**config.mk**
```make
export PLATFORM = sky130hd
export DESIGN_NAME = snoop_bus_ctrl
export DESIGN_NICKNAME = d
export VERILOG_FILES = /design/src/rtl/snoop_bus_pkg.sv /design/src/rtl/rr_arbiter.sv /design/src/rtl/snoop_bus_ctrl.sv
export SDC_FILE = /design/constraint.sdc
export NUM_CORES = 1
export LEC_CHECK = 0
export BUFFER_PORTS_ARGS = -buffer_cell sky130_fd_sc_hd__buf_2
export CAP_MARGIN = 10
export CORE_MARGIN = 2
export CORE_UTILIZATION = 35
export DETAILED_ROUTE_END_ITERATION = 7
export PLACE_DENSITY = 0.73
export REMOVE_ABC_BUFFERS = 1
export SLEW_MARGIN = 30
export SYNTH_ARGS = -nofsm -noshare
export SYNTH_HDL_FRONTEND = slang
export SYNTH_SLANG_ARGS = --single-unit
```
**constraint.sdc**
```tcl
create_clock -name clock -period 1.9 [get_ports clock]
set_input_delay 0 -clock clock [delete_from_list [all_inputs] [get_ports clock]]
set_output_delay 0 -clock clock [all_outputs]
set_load 0.05 [all_outputs]
```
**src/rtl/snoop_bus_pkg.sv**
```systemverilog
// Shared types and constants for the snooping-bus controller and its arbiter.
package snoop_bus_pkg;

   typedef enum logic [2:0] {
      IDLE, SNOOP, RESP, WB, MEMRD, FILL, DONE
   } state_e;

   typedef enum logic [1:0] {
      CMD_NONE   = 2'b00,
      CMD_RDMISS = 2'b01,
      CMD_WRMISS = 2'b10,
      CMD_INV    = 2'b11
   } cmd_e;

   // Port-index width sized for the largest supported fabric, so one package serves every N_PROC.
   localparam int MAX_PROC = 8;
   localparam int IDX_W    = $clog2(MAX_PROC);

endpackage

```
**src/rtl/rr_arbiter.sv**
```systemverilog
// Combinational round-robin picker: first requester found scanning upward from last+1 modulo N.
module rr_arbiter
   import snoop_bus_pkg::*;
#(
   parameter int N = 3
) (
   input  logic [N-1:0]     req_i,
   input  logic [IDX_W-1:0] last_i,
   output logic [N-1:0]     gnt_o,
   output logic [IDX_W-1:0] idx_o
);

   logic found;

   always_comb begin
      // NOTE: every output gets a default before the loop so no path leaves a value held (no latch).
      gnt_o = '0;
      idx_o = '0;
      found = 1'b0;
      for (int k = 1; k <= N; k++) begin
         for (int i = 0; i < N; i++) begin
            if (!found && req_i[i] && ((int'(last_i) + k) % N == i)) begin
               gnt_o[i] = 1'b1;
               idx_o    = IDX_W'(i);
               found    = 1'b1;
            end
         end
      end
   end

endmodule

```
**src/rtl/snoop_bus_ctrl.sv**
```systemverilog
// N-port MSI snooping-bus controller: round-robin grant, one snoop phase,
// cache-to-cache supply with memory write-back, or memory fill.
module snoop_bus_ctrl
   import snoop_bus_pkg::*;
#(
   parameter int N_PROC = 3,
   parameter int TAG_W  = 12,
   parameter int DATA_W = 16
) (
   input  logic                     clock,
   input  logic                     reset,
   input  logic [N_PROC-1:0]        req,
   input  logic [2*N_PROC-1:0]      req_cmd,
   input  logic [TAG_W*N_PROC-1:0]  req_tag,
   output logic [N_PROC-1:0]        grant,
   output logic                     bus_valid,
   output logic [1:0]               bus_cmd,
   output logic [TAG_W-1:0]         bus_tag,
   input  logic [N_PROC-1:0]        snoop_shared,
   input  logic [N_PROC-1:0]        snoop_supply,
   input  logic [DATA_W*N_PROC-1:0] snoop_data,
   output logic                     mem_rd,
   output logic                     mem_wr,
   output logic [TAG_W-1:0]         mem_tag,
   output logic [DATA_W-1:0]        mem_wdata,
   input  logic [DATA_W-1:0]        mem_rdata,
   input  logic                     mem_ack,
   output logic                     fill_valid,
   output logic [DATA_W-1:0]        fill_data,
   output logic                     fill_shared,
   output logic [N_PROC-1:0]        done
);

   state_e              state_q;
   logic [IDX_W-1:0]    last_q, idx_q;
   logic [N_PROC-1:0]   grant_q, done_q;
   cmd_e                cmd_q;
   logic [TAG_W-1:0]    tag_q, bus_tag_q, mem_tag_q;
   logic [1:0]          bus_cmd_q;
   logic                bus_valid_q, mem_rd_q, mem_wr_q, fill_valid_q, fill_shared_q, shared_q;
   logic [DATA_W-1:0]   mem_wdata_q, fill_data_q;

   logic [N_PROC-1:0]   req_valid_d, arb_gnt, shared_m, supply_m;
   logic [IDX_W-1:0]    arb_idx;
   cmd_e                win_cmd_d;
   logic [TAG_W-1:0]    win_tag_d;
   logic [DATA_W-1:0]   supply_data_d;

   rr_arbiter #(.N(N_PROC)) u_arb (
      .req_i  (req_valid_d),
      .last_i (last_q),
      .gnt_o  (arb_gnt),
      .idx_o  (arb_idx)
   );

   // The granted port never snoops its own transaction.
   assign shared_m = snoop_shared & ~grant_q;
   assign supply_m = snoop_supply & ~grant_q;

   always_comb begin
      req_valid_d   = '0;
      win_cmd_d     = CMD_NONE;
      win_tag_d     = '0;
      supply_data_d = '0;
      for (int i = 0; i < N_PROC; i++) begin
         req_valid_d[i] = req[i] && (req_cmd[2*i +: 2] != CMD_NONE);
         if (arb_gnt[i]) begin
            win_cmd_d = cmd_e'(req_cmd[2*i +: 2]);
            win_tag_d = req_tag[TAG_W*i +: TAG_W];
         end
      end
      for (int i = N_PROC - 1; i >= 0; i--) begin
         if (supply_m[i]) supply_data_d = snoop_data[DATA_W*i +: DATA_W];
      end
   end

   always_ff @(posedge clock) begin
      // NOTE: non-blocking assignments so every register samples pre-edge values, whatever the order below.
      if (reset) begin
         state_q       <= IDLE;
         last_q        <= IDX_W'(N_PROC - 1);
         idx_q         <= '0;
         grant_q       <= '0;
         cmd_q         <= CMD_NONE;
         tag_q         <= '0;
         shared_q      <= 1'b0;
         bus_valid_q   <= 1'b0;
         bus_cmd_q     <= '0;
         bus_tag_q     <= '0;
         mem_rd_q      <= 1'b0;
         mem_wr_q      <= 1'b0;
         mem_tag_q     <= '0;
         mem_wdata_q   <= '0;
         fill_valid_q  <= 1'b0;
         fill_data_q   <= '0;
         fill_shared_q <= 1'b0;
         done_q        <= '0;
      end else begin
         case (state_q)
            IDLE: if (|req_valid_d) begin
               grant_q     <= arb_gnt;
               idx_q       <= arb_idx;
               cmd_q       <= win_cmd_d;
               tag_q       <= win_tag_d;
               bus_valid_q <= 1'b1;
               bus_cmd_q   <= win_cmd_d;
               bus_tag_q   <= win_tag_d;
               state_q     <= SNOOP;
            end
            SNOOP: begin
               bus_valid_q <= 1'b0;
               bus_cmd_q   <= '0;
               bus_tag_q   <= '0;
               state_q     <= RESP;
            end
            RESP: begin
               shared_q <= |(shared_m | supply_m);
               if (cmd_q == CMD_INV) begin
                  done_q  <= grant_q;
                  state_q <= DONE;
               end else if (|supply_m) begin
                  mem_wr_q    <= 1'b1;
                  mem_tag_q   <= tag_q;
                  mem_wdata_q <= supply_data_d;
                  state_q     <= WB;
               end else begin
                  mem_rd_q  <= 1'b1;
                  mem_tag_q <= tag_q;
                  state_q   <= MEMRD;
               end
            end
            WB: if (mem_ack) begin
               mem_wr_q      <= 1'b0;
               mem_tag_q     <= '0;
               mem_wdata_q   <= '0;
               fill_valid_q  <= 1'b1;
               fill_data_q   <= mem_wdata_q;
               fill_shared_q <= (cmd_q == CMD_RDMISS) && shared_q;
               state_q       <= FILL;
            end
            MEMRD: if (mem_ack) begin
               mem_rd_q      <= 1'b0;
               mem_tag_q     <= '0;
               fill_valid_q  <= 1'b1;
               fill_data_q   <= mem_rdata;
               fill_shared_q <= (cmd_q == CMD_RDMISS) && shared_q;
               state_q       <= FILL;
            end
            FILL: begin
               fill_valid_q  <= 1'b0;
               fill_data_q   <= '0;
               fill_shared_q <= 1'b0;
               done_q        <= grant_q;
               state_q       <= DONE;
            end
            DONE: begin
               done_q  <= '0;
               grant_q <= '0;
               last_q  <= idx_q;
               state_q <= IDLE;
            end
            default: state_q <= IDLE;
         endcase
      end
   end

   assign grant       = grant_q;
   assign bus_valid   = bus_valid_q;
   assign bus_cmd     = bus_cmd_q;
   assign bus_tag     = bus_tag_q;
   assign mem_rd      = mem_rd_q;
   assign mem_wr      = mem_wr_q;
   assign mem_tag     = mem_tag_q;
   assign mem_wdata   = mem_wdata_q;
   assign fill_valid  = fill_valid_q;
   assign fill_data   = fill_data_q;
   assign fill_shared = fill_shared_q;
   assign done        = done_q;

endmodule
```
==> impl_metrics.json, run 1 <==
{
  "status": "finished, final reports clean",
  "synth_top_area_frac": 0.422,
  "worst_pin_slew_ps": 639,
  "worst_slack_ps": 23.8,
  "root_buffer": "clkbuf_16",
  "globalplace.congestion": 0.820,
  "cts_num_sinks": 91,
  "viasPerCell": 5.32,
  "antenna_cells": 0,
  "setup_tns_ps": 0,
  "finalSetupViolCount": 0,
  "worst_setup_path_start_kind": "register",
  "synth_area_leaders": "dfxtp_1 42%, a21oi_1 8.4%, nand2_1 5.8%",
  "drt-initial-drc-count": 266,
  "grt_first_pass_wirelength_mm": 21.5,
  "crit_type": "reg2reg",
  "p_comb_frac": 0.421,
  "antenna_left": 0,
  "drt_pass1_iterations": 4,
  "ys_seq_area_frac": 0.422,
  "grt_pass1_vias": 4428,
  "holdPathEnd": "bus_cmd[1]",
  "synth-seq-cells": 91,
  "post-place-ws_ps": -431,
  "initial_core_util": 0.359,
  "yosysTopAreaCell": "dfxtp_1",
  "finalHoldViolations": 0,
  "path_clk_slew_ps": 70,
  "wirelength_mm": 14.7,
  "die_area_um2": 13200,
  "post_drt_wl_per_cell_um": 16.2,
  "switching_share": 0.420,
  "layout-drive-gt1-share": 0.380,
  "multi_input_area_um2": 2480,
  "slew_viol_final": 0,
  "finalClockSkew_ps": 9.14,
  "vias": 4801,
  "hold_class": "in2reg",
  "seq_power_share": 0.329,
  "synth_area_per_cell_um2": 8.23,
  "nets": 871,
  "area_growth_pct": 49.6,
  "critPathRequiredTime_ps": 2130,
  "reg2reg_from": "last_q[0]",
  "ios": 187,
  "seqCellArea_um2": 1820,
  "r2r_end": "bus_tag[7]",
  "syn_inst": 524,
  "synthFlopType": "dfxtp_1",
  "nFillCells": 1098,
  "reg2reg_setup_slack_ps": 20,
  "switchingPower_mw": 3.14,
  "p_leak_nw": 2.83,
  "yosys_warnings": 0,
  "synth_edf_count": 0,
  "fin_util": 0.537,
  "critPathCaptureType": "register",
  "synth_area_um2": 4310,
  "final.period_utilization": 0.987,
  "antenna_found_initial": 0,
  "chipWidth_um": 115,
  "grt_overflow": 0,
  "peakVddDrop_v": 0.000541,
  "cp.arrival_ps": 2110,
  "async_reset_ff_frac": 0,
  "grt_max_degree": 34,
  "power_density_nw_per_um2": 1160,
  "design.core.area_um2": 12000,
  "fin_crit_ps": 1880,
  "whs_path_depth": 3,
  "clk_path_buf_depth": 2,
  "clkLatencyLatePin_ps": 340,
  "critPathMaxFanout": 8,
  "maxCapViolations": 0,
  "drc_errors": 0,
  "post-dp-hpwl_mm": 9.95,
  "worstHoldStart": "req_cmd[5]",
  "timing.fmax_ghz": 0.533,
  "reg2regPathDepth": 8,
  "grt_use_total": 0.208,
  "htreeDepth": 3,
  "cts_tree": "done",
  "rows": 40,
  "die_y_um": 115,
  "power.total_mw": 7.47,
  "power.internal_mw": 4.33,
  "fin_hold_ws_ps": 24.5,
  "numCtsBuffers": 9,
  "relSlewSlack": 0.573,
  "port_buffers": 186,
  "p_clk_frac": 0.249,
  "synth_cell_type_count": 47
}
==> cell usage in the layout, fill, tap and decap left out, drive strengths merged, types with 3 or more instances in the layout <==
| cell | n |
|---|---|
| o2bb2ai | 16 |
| nand3 | 19 |
| a221oi | 12 |
| nor3 | 4 |
| nand2 | 67 |
| dlygate4sd3 | 29 |
| a31oi | 3 |
| clkbuf | 10 |
| nand2b | 8 |
| o31ai | 31 |
| inv | 10 |
| nor2b | 7 |
| nand3b | 3 |
| o21ai | 9 |
| buf | 230 |
| mux2i | 3 |
| o22ai | 3 |
| nor2 | 60 |
| a22oi | 12 |
| a21oi | 72 |
| a211oi | 17 |
| dfxtp | 91 |
| and3 | 16 |
==> metrics by stage <==
step | cells | instance area (um2)
after CTS | 900 | 6260
after global routing | 903 | 6450
final | 903 | 6450
after floorplan | 481 | 4100
after detailed placement | 852 | 5580
after global placement | 852 | 5570
==> cells in the mapped netlist (all sizes together), types with 4 or more instances <==
cell / count
dfxtp: 91
a21oi: 72
nand2: 67
nor2: 60
o31ai: 31
clkbuf: 26
nand3: 19
a211oi: 17
buf: 17
and3: 16
o2bb2ai: 16
a221oi: 12
a22oi: 12
o21ai: 9
inv: 8
nand2b: 8
nor2b: 7
nor3: 4
==> timing repair <==
action	4_1_cts	5_1_grt
gates resized for setup	6	24
endpoints found under the hold margin	37	0
hold buffers	29	0
buffers inserted	3	3
endpoints found under the setup margin	26	24
pin swaps	3	10
==> power groups by stage <==
stage,combinational (mW),clock [mW],sequential [mW]
3_3_place_gp,2.97,0,2.49
5_1_grt,3.38,1.98,2.50
4_1_cts,3.06,1.91,2.46
2_1_floorplan,1.13,0,3.31
6_report,3.15,1.86,2.46
3_5_place_dp,2.99,0,2.49
==> critical path, cell delays in order (launching register included) <==
cell and delay (ps):
dfxtp_2 330, inv_2 40, ha_4 280, nor2b_2 190, o221ai_4 140, nor2_4 200, buf_12 190, a221oi_4 80
o31ai_1 320
==> per-layer routing <==
| layer | vias up | GRT usage | wire length, um |
|---|---|---|---|
| met5 | - | 0 | 0 |
| li1 | 2361 | - | - |
| met2 | 209 | 0.369 | 7060 |
| met3 | 18 | 0.0569 | 1090 |
| met1 | 2213 | 0.241 | 6300 |
| met4 | 0 | 0.0723 | 201 |
==> worst max path at each step <==
| stage | from | endpoint | slack [ps] | cells after the start |
|---|---|---|---|---|
| floorplan | grant[0] | mem_wdata[0] | -750 | 5 |
| global placement | last_q[0] | tag_q[0] | -360 | 7 |
| detailed placement | last_q[0] | tag_q[0] | -430 | 7 |
| CTS | last_q[0] | bus_tag[8] | 1 | 8 |
| global route | last_q[0] | tag_q[5] | -40 | 8 |
| finish | last_q[0] | bus_tag[7] | 20 | 8 |
==> state kept, by name (all words and copies together) (netlist names), 3 cells and up <==
register   count
fill_data     16
mem_wdata     16
bus_tag       12
mem_tag       12
tag_q         12
done           3
grant          3
state_q        3
==> logic make-up (layout without fill, tap and decap cells) <==
kind of cell / Yosys count / after routing / synth area share
AOI/OAI and AO/OA: 187 / 187 / 0.308
adders and majority gates: 2 / 2 / 0.00580
buffers and inverters: 51 / 283 / 0.0566
DFF: 91 / 91 / 0.422
muxes: 3 / 3 / 0.00696
and+or+nand+nor: 190 / 190 / 0.200
==> layout make-up <==
| cell class | count | share of cell area |
|---|---|---|
| multi-input cells | 382 | 0.384 |
| flip-flops and latches | 91 | 0.283 |
| repair buffers | 259 | 0.252 |
| clock buffers | 10 | 0.0370 |
| well taps | 147 | 0.0285 |
| clock inverters | 6 | 0.0111 |
| inverters | 8 | 0.00465 |
Power figures use the tool's default switching activity.
==> inputs of run 2 (changes only) <==
--- a/config.mk
+++ b/config.mk
@@ -7,10 +7,12 @@
 export LEC_CHECK = 0
 export BUFFER_PORTS_ARGS = -buffer_cell sky130_fd_sc_hd__buf_2
 export CAP_MARGIN = 10
-export CORE_MARGIN = 2
-export CORE_UTILIZATION = 35
+export CELL_PAD_IN_SITES_DETAIL_PLACEMENT = 0
+export CELL_PAD_IN_SITES_GLOBAL_PLACEMENT = 1
+export CORE_MARGIN = 5
+export CORE_UTILIZATION = 34
 export DETAILED_ROUTE_END_ITERATION = 7
-export PLACE_DENSITY = 0.73
+export PLACE_DENSITY = 0.9
 export REMOVE_ABC_BUFFERS = 1
 export SLEW_MARGIN = 30
 export SYNTH_ARGS = -nofsm -noshare
==> constraint.sdc (replaced) <==
create_clock -name clock -period 1.8 [get_ports clock]
set_input_delay 0 -clock clock [delete_from_list [all_inputs] [get_ports clock]]
set_output_delay 0 -clock clock [all_outputs]
set_load 0.05 [all_outputs]
==> impl_metrics.json, run 2 (synthesized netlist as in run 1, its figures left out) <==
{
  "seq_power_share": 0.340,
  "setup_tns_ps": -1930,
  "worst_slack_ps": -115,
  "layout_commonest_cell": "buf_2",
  "maxCapViolations": 0,
  "root_buffer": "clkbuf_16",
  "crit_family": "simple AND/OR/NAND/NOR gates",
  "critPathRequiredTime_ps": 2030,
  "grt_setup_unrepaired": "true",
  "crit_type": "reg2reg",
  "power_density_nw_per_um2": 1210,
  "htreeDepth": 3,
  "drc_errors": 0,
  "finalSetupViolCount": 26,
  "cp.buffers_inverters": 2,
  "grt_max_degree": 33,
  "reg2regPathDepth": 8,
  "clk_path_buf_depth": 2,
  "reg2reg_setup_slack_ps": -120,
  "power.internal_mw": 4.40,
  "p_clk_frac": 0.226,
  "critPathCaptureType": "register",
  "grt_pass1_vias": 4807,
  "worst_setup_path_start_kind": "register",
  "die_y_um": 123,
  "peakVddDrop_v": 0.000546,
  "antenna_found_initial": 0,
  "rows": 41,
  "antenna_cells": 0,
  "layout-drive-gt1-share": 0.384,
  "whs_path_depth": 3,
  "finalClockSkew_ps": 6.05,
  "switching_share": 0.429,
  "drt-initial-drc-count": 253,
  "worstHoldStart": "req_tag[34]",
  "timing.fmax_ghz": 0.522,
  "cts_num_sinks": 91,
  "power.total_mw": 7.70,
  "post_drt_wl_per_cell_um": 17.2,
  "path_clk_slew_ps": 70,
  "grt_use_total": 0.202,
  "globalplace.congestion": 0.917,
  "post-place-ws_ps": -557,
  "die_area_um2": 15000,
  "ios": 187,
  "nets": 857,
  "viasPerCell": 5.22,
  "design.core.area_um2": 12500,
  "post_dp_cell_area_um2": 5600,
  "numCtsBuffers": 9,
  "slew_viol_final": 0,
  "hold_class": "in2reg",
  "violations": "setup timing",
  "initial_core_util": 0.345,
  "layout_common_cells": "186 x buf_2, 89 x dfxtp_1, 72 x a21oi_1",
  "wirelength_mm": 15.7,
  "antenna_left": 0,
  "layout.cells.non_filler": 914,
  "p_leak_nw": 2.77,
  "status": "complete, but fails checks",
  "post-dp-hpwl_mm": 11.1,
  "slowest_delay_ps": 400,
  "final_cell_area_um2": 6380,
  "slowest_stage": "or3_4",
  "worst_pin_slew_ps": 626,
  "port_buffers": 186,
  "r2r_end": "bus_tag[3]",
  "grt_first_pass_wirelength_mm": 23.9,
  "fin_crit_ps": 1920,
  "area_growth_pct": 48.0,
  "path_cells": "inv_2, ha_4, or3_4, o221ai_4, nor2_4, clkbuf_16, a221oi_4, o31ai_1",
  "chipWidth_um": 123,
  "p_comb_frac": 0.435,
  "cts_tree": "done",
  "reg2reg_from": "last_q[0]",
  "fin_hold_ws_ps": 7.48,
  "holdPathEnd": "tag_q[10]",
  "finalHoldViolations": 0,
  "critPathMaxFanout": 6,
  "final.period_utilization": 1.06,
  "drt_pass1_iterations": 5,
  "grt_overflow": 0,
  "cp.arrival_ps": 2140,
  "vias": 4769,
  "dp_cells": 877,
  "switchingPower_mw": 3.30,
  "relSlewSlack": 0.582,
  "fin_util": 0.510,
  "clkLatencyLatePin_ps": 340
}
run 2: power by group through the flow:
stage,logic [mW],clock network (mW),registers [mW]
6_report,3.35,1.74,2.62
5_1_grt,3.61,1.88,2.66
4_1_cts,3.32,1.79,2.61
3_5_place_dp,3.19,0,2.65
3_3_place_gp,3.13,0,2.65
2_1_floorplan,1.19,0,3.50
run 2: tightest hold or removal path: stages:
cell and delay (ps):
buf_2 80, nor2_1 50, o31ai_2 190
run 2: per-layer routing:
metal | global-route usage | share of wire | vias to the layer above
met5 | 0 | 0 | -
met4 | 0.0756 | 0.024 | 0
met3 | 0.0544 | 0.090 | 27
met2 | 0.346 | 0.47 | 212
met1 | 0.243 | 0.42 | 2185
li1 | - | - | 2345
run 2: worst max-delay path by stage:
stage                     cells past startpoint  slack [ps]            to       from
after floorplan                               5        -850  mem_wdata[0]   grant[0]
after CTS                                     8         -80      tag_q[5]  last_q[0]
after detailed placement                      7        -560   bus_tag[11]  last_q[0]
after global placement                        7        -440      tag_q[0]  last_q[0]
final                                         8        -120    bus_tag[3]  last_q[0]
after global routing                          8        -170   bus_tag[10]  last_q[0]
run 2: final cells by class:
cell class | instances | area [um2]
clock buffers | 10 | 229
clock inverters | 6 | 42.5
fillers | 1208 | 6130
inverters | 8 | 30.0
multi-input cells | 382 | 2520
flip-flops and latches | 91 | 1820
well taps | 172 | 215
repair buffers | 245 | 1530
run 2: repair_timing:
item                                    CTS  global route
setup buffers                             2             0
gates resized for setup                  28            11
hold endpoints to repair                 18             0
pin swaps                                41             6
hold buffers                             17             0
endpoints found under the setup margin   30            30
cloned                                    1             1
==> inputs of run 3 (changes only) <==
--- a/config.mk
+++ b/config.mk
@@ -5,14 +5,15 @@
 export SDC_FILE = /design/constraint.sdc
 export NUM_CORES = 1
 export LEC_CHECK = 0
-export BUFFER_PORTS_ARGS = -buffer_cell sky130_fd_sc_hd__buf_2
 export CAP_MARGIN = 10
 export CELL_PAD_IN_SITES_DETAIL_PLACEMENT = 0
 export CELL_PAD_IN_SITES_GLOBAL_PLACEMENT = 1
 export CORE_MARGIN = 5
-export CORE_UTILIZATION = 34
+export CORE_UTILIZATION = 35
+export CTS_BUF_LIST = sky130_fd_sc_hd__clkbuf_2 sky130_fd_sc_hd__clkbuf_4 sky130_fd_sc_hd__clkbuf_8
 export DETAILED_ROUTE_END_ITERATION = 7
-export PLACE_DENSITY = 0.9
+export DONT_BUFFER_PORTS = 1
+export PLACE_DENSITY = 0.73
 export REMOVE_ABC_BUFFERS = 1
 export SLEW_MARGIN = 30
 export SYNTH_ARGS = -nofsm -noshare
==> impl_metrics.json, run 3 (synthesized netlist as in run 1, its figures left out) <==
{
  "root_buffer": "clkbuf_8",
  "die_y_um": 121,
  "setup_tns_ps": -1960,
  "numCtsBuffers": 9,
  "critPathMaxFanout": 7,
  "grt_pass1_vias": 4859,
  "status": "complete, but fails checks",
  "path_clk_slew_ps": 110,
  "grt_max_degree": 50,
  "drt-initial-drc-count": 212,
  "antenna_left": 0,
  "timing.fmax_ghz": 0.525,
  "finalClockSkew_ps": 12.6,
  "layout-drive-gt1-share": 0.234,
  "design.core.area_um2": 12100,
  "worst_setup_path_start_kind": "register",
  "final_cell_area_um2": 6740,
  "grt_setup_unrepaired": "true",
  "layout_commonest_cell": "dlygate4sd3_1",
  "ios": 187,
  "post_drt_wl_per_cell_um": 19.1,
  "wirelength_mm": 16.5,
  "grt_first_pass_wirelength_mm": 25.0,
  "antenna_cells": 0,
  "cts_tree": "done",
  "vias": 4683,
  "post-place-ws_ps": -616,
  "htreeDepth": 3,
  "reg2regPathDepth": 8,
  "worst_slack_ps": -105,
  "hold_class": "in2reg",
  "p_leak_nw": 2.59,
  "critPathCaptureType": "register",
  "finalHoldViolations": 0,
  "worst_pin_slew_ps": 694,
  "fin_hold_ws_ps": 18.1,
  "area_growth_pct": 56.2,
  "chipWidth_um": 121,
  "fin_crit_ps": 1910,
  "power.total_mw": 7.50,
  "rows": 40,
  "peakVddDrop_v": 0.000539,
  "drt_pass1_iterations": 5,
  "post_dp_cell_area_um2": 5100,
  "crit_type": "reg2reg",
  "maxCapViolations": 0,
  "whs_path_depth": 4,
  "slew_viol_final": 0,
  "critPathRequiredTime_ps": 2070,
  "port_buffers": 0,
  "layout_common_cells": "100 x dlygate4sd3_1, 89 x dfxtp_1, 86 x buf_4",
  "cp.arrival_ps": 2170,
  "drc_errors": 0,
  "final.period_utilization": 1.06,
  "antenna_found_initial": 0,
  "clk_path_buf_depth": 2,
  "grt_overflow": 0,
  "relSlewSlack": 0.537,
  "finalSetupViolCount": 24,
  "globalplace.congestion": 0.838,
  "die_area_um2": 14600,
  "initial_core_util": 0.358,
  "violations": "setup timing",
  "nets": 813,
  "post-dp-hpwl_mm": 10.5,
  "power_density_nw_per_um2": 1110,
  "cts_num_sinks": 91,
  "clkLatencyLatePin_ps": 370,
  "grt_use_total": 0.215,
  "viasPerCell": 5.41
}
==> run 3: changes by cell type in the layout (fill, tap and decap cells not counted), moves of 3 or more <==
| cell | change |
|---|---|
| dlygate4sd3_1 | +83 |
| clkbuf_8 | +9 |
| inv_6 | +3 |
| clkbuf_16 | -9 |
| buf_6 | +3 |
| buf_2 | -186 |
| buf_4 | +52 |
==> run 3: routing by layer <==
layer,GRT usage,routed length (um),up-vias
met2,0.385,8290,214
met3,0.0671,1520,28
met4,0.105,393,0
li1,-,-,2249
met1,0.226,6350,2192
met5,0,0,-
==> run 3: worst paths after layout <==
path	to	from	slack (ps)
max	bus_tag[9]	last_q[0]	-110
min	cmd_q[1]	req_cmd[1]	20
max reg2reg	bus_tag[9]	last_q[0]	-110
min reg2reg	tag_q[3]	tag_q[3]	460
==> run 3: stage by stage <==
step | utilization | cells
6_report | 0.558 | 866
5_1_grt | 0.558 | 866
4_1_cts | 0.549 | 865
3_5_place_dp | 0.423 | 742
3_3_place_gp | 0.423 | 742
2_1_floorplan | - | 481
==> run 3: power breakdown <==
group	internal, mW	switching [mW]
sequential	2.37	0.394
combinational	1.24	2.13
clock	0.536	0.834
total	4.14	3.36
==> run 3: timing repair <==
| item | in CTS | in global routing |
|---|---|---|
| gates cloned | 2 | 2 |
| buffers inserted | 4 | 1 |
| resized for setup | 29 | 20 |
| hold buffers | 101 | 0 |
| endpoints found under the setup margin | 40 | 46 |
| pin swaps | 39 | 6 |
| hold endpoints to repair | 91 | 0 |
==> run 3: worst max-delay path: stages, from the launching register on <==
cell,delay (ps)
dfxtp_2,340
inv_2,40
ha_4,280
o211ai_1,180
and3b_2,320
o21a_4,150
clkbuf_16,180
a221oi_4,210
o31ai_1,100
==> run 3: cell type report <==
class                      count  area (um2)
sequential                    91        1820
timing repair buffer         201        1950
inverter                       8        30.0
clock inverter                 7        63.8
multi-input combinational    382        2540
tap                          168         210
clock buffer                   9         124
fill                        1024        5330
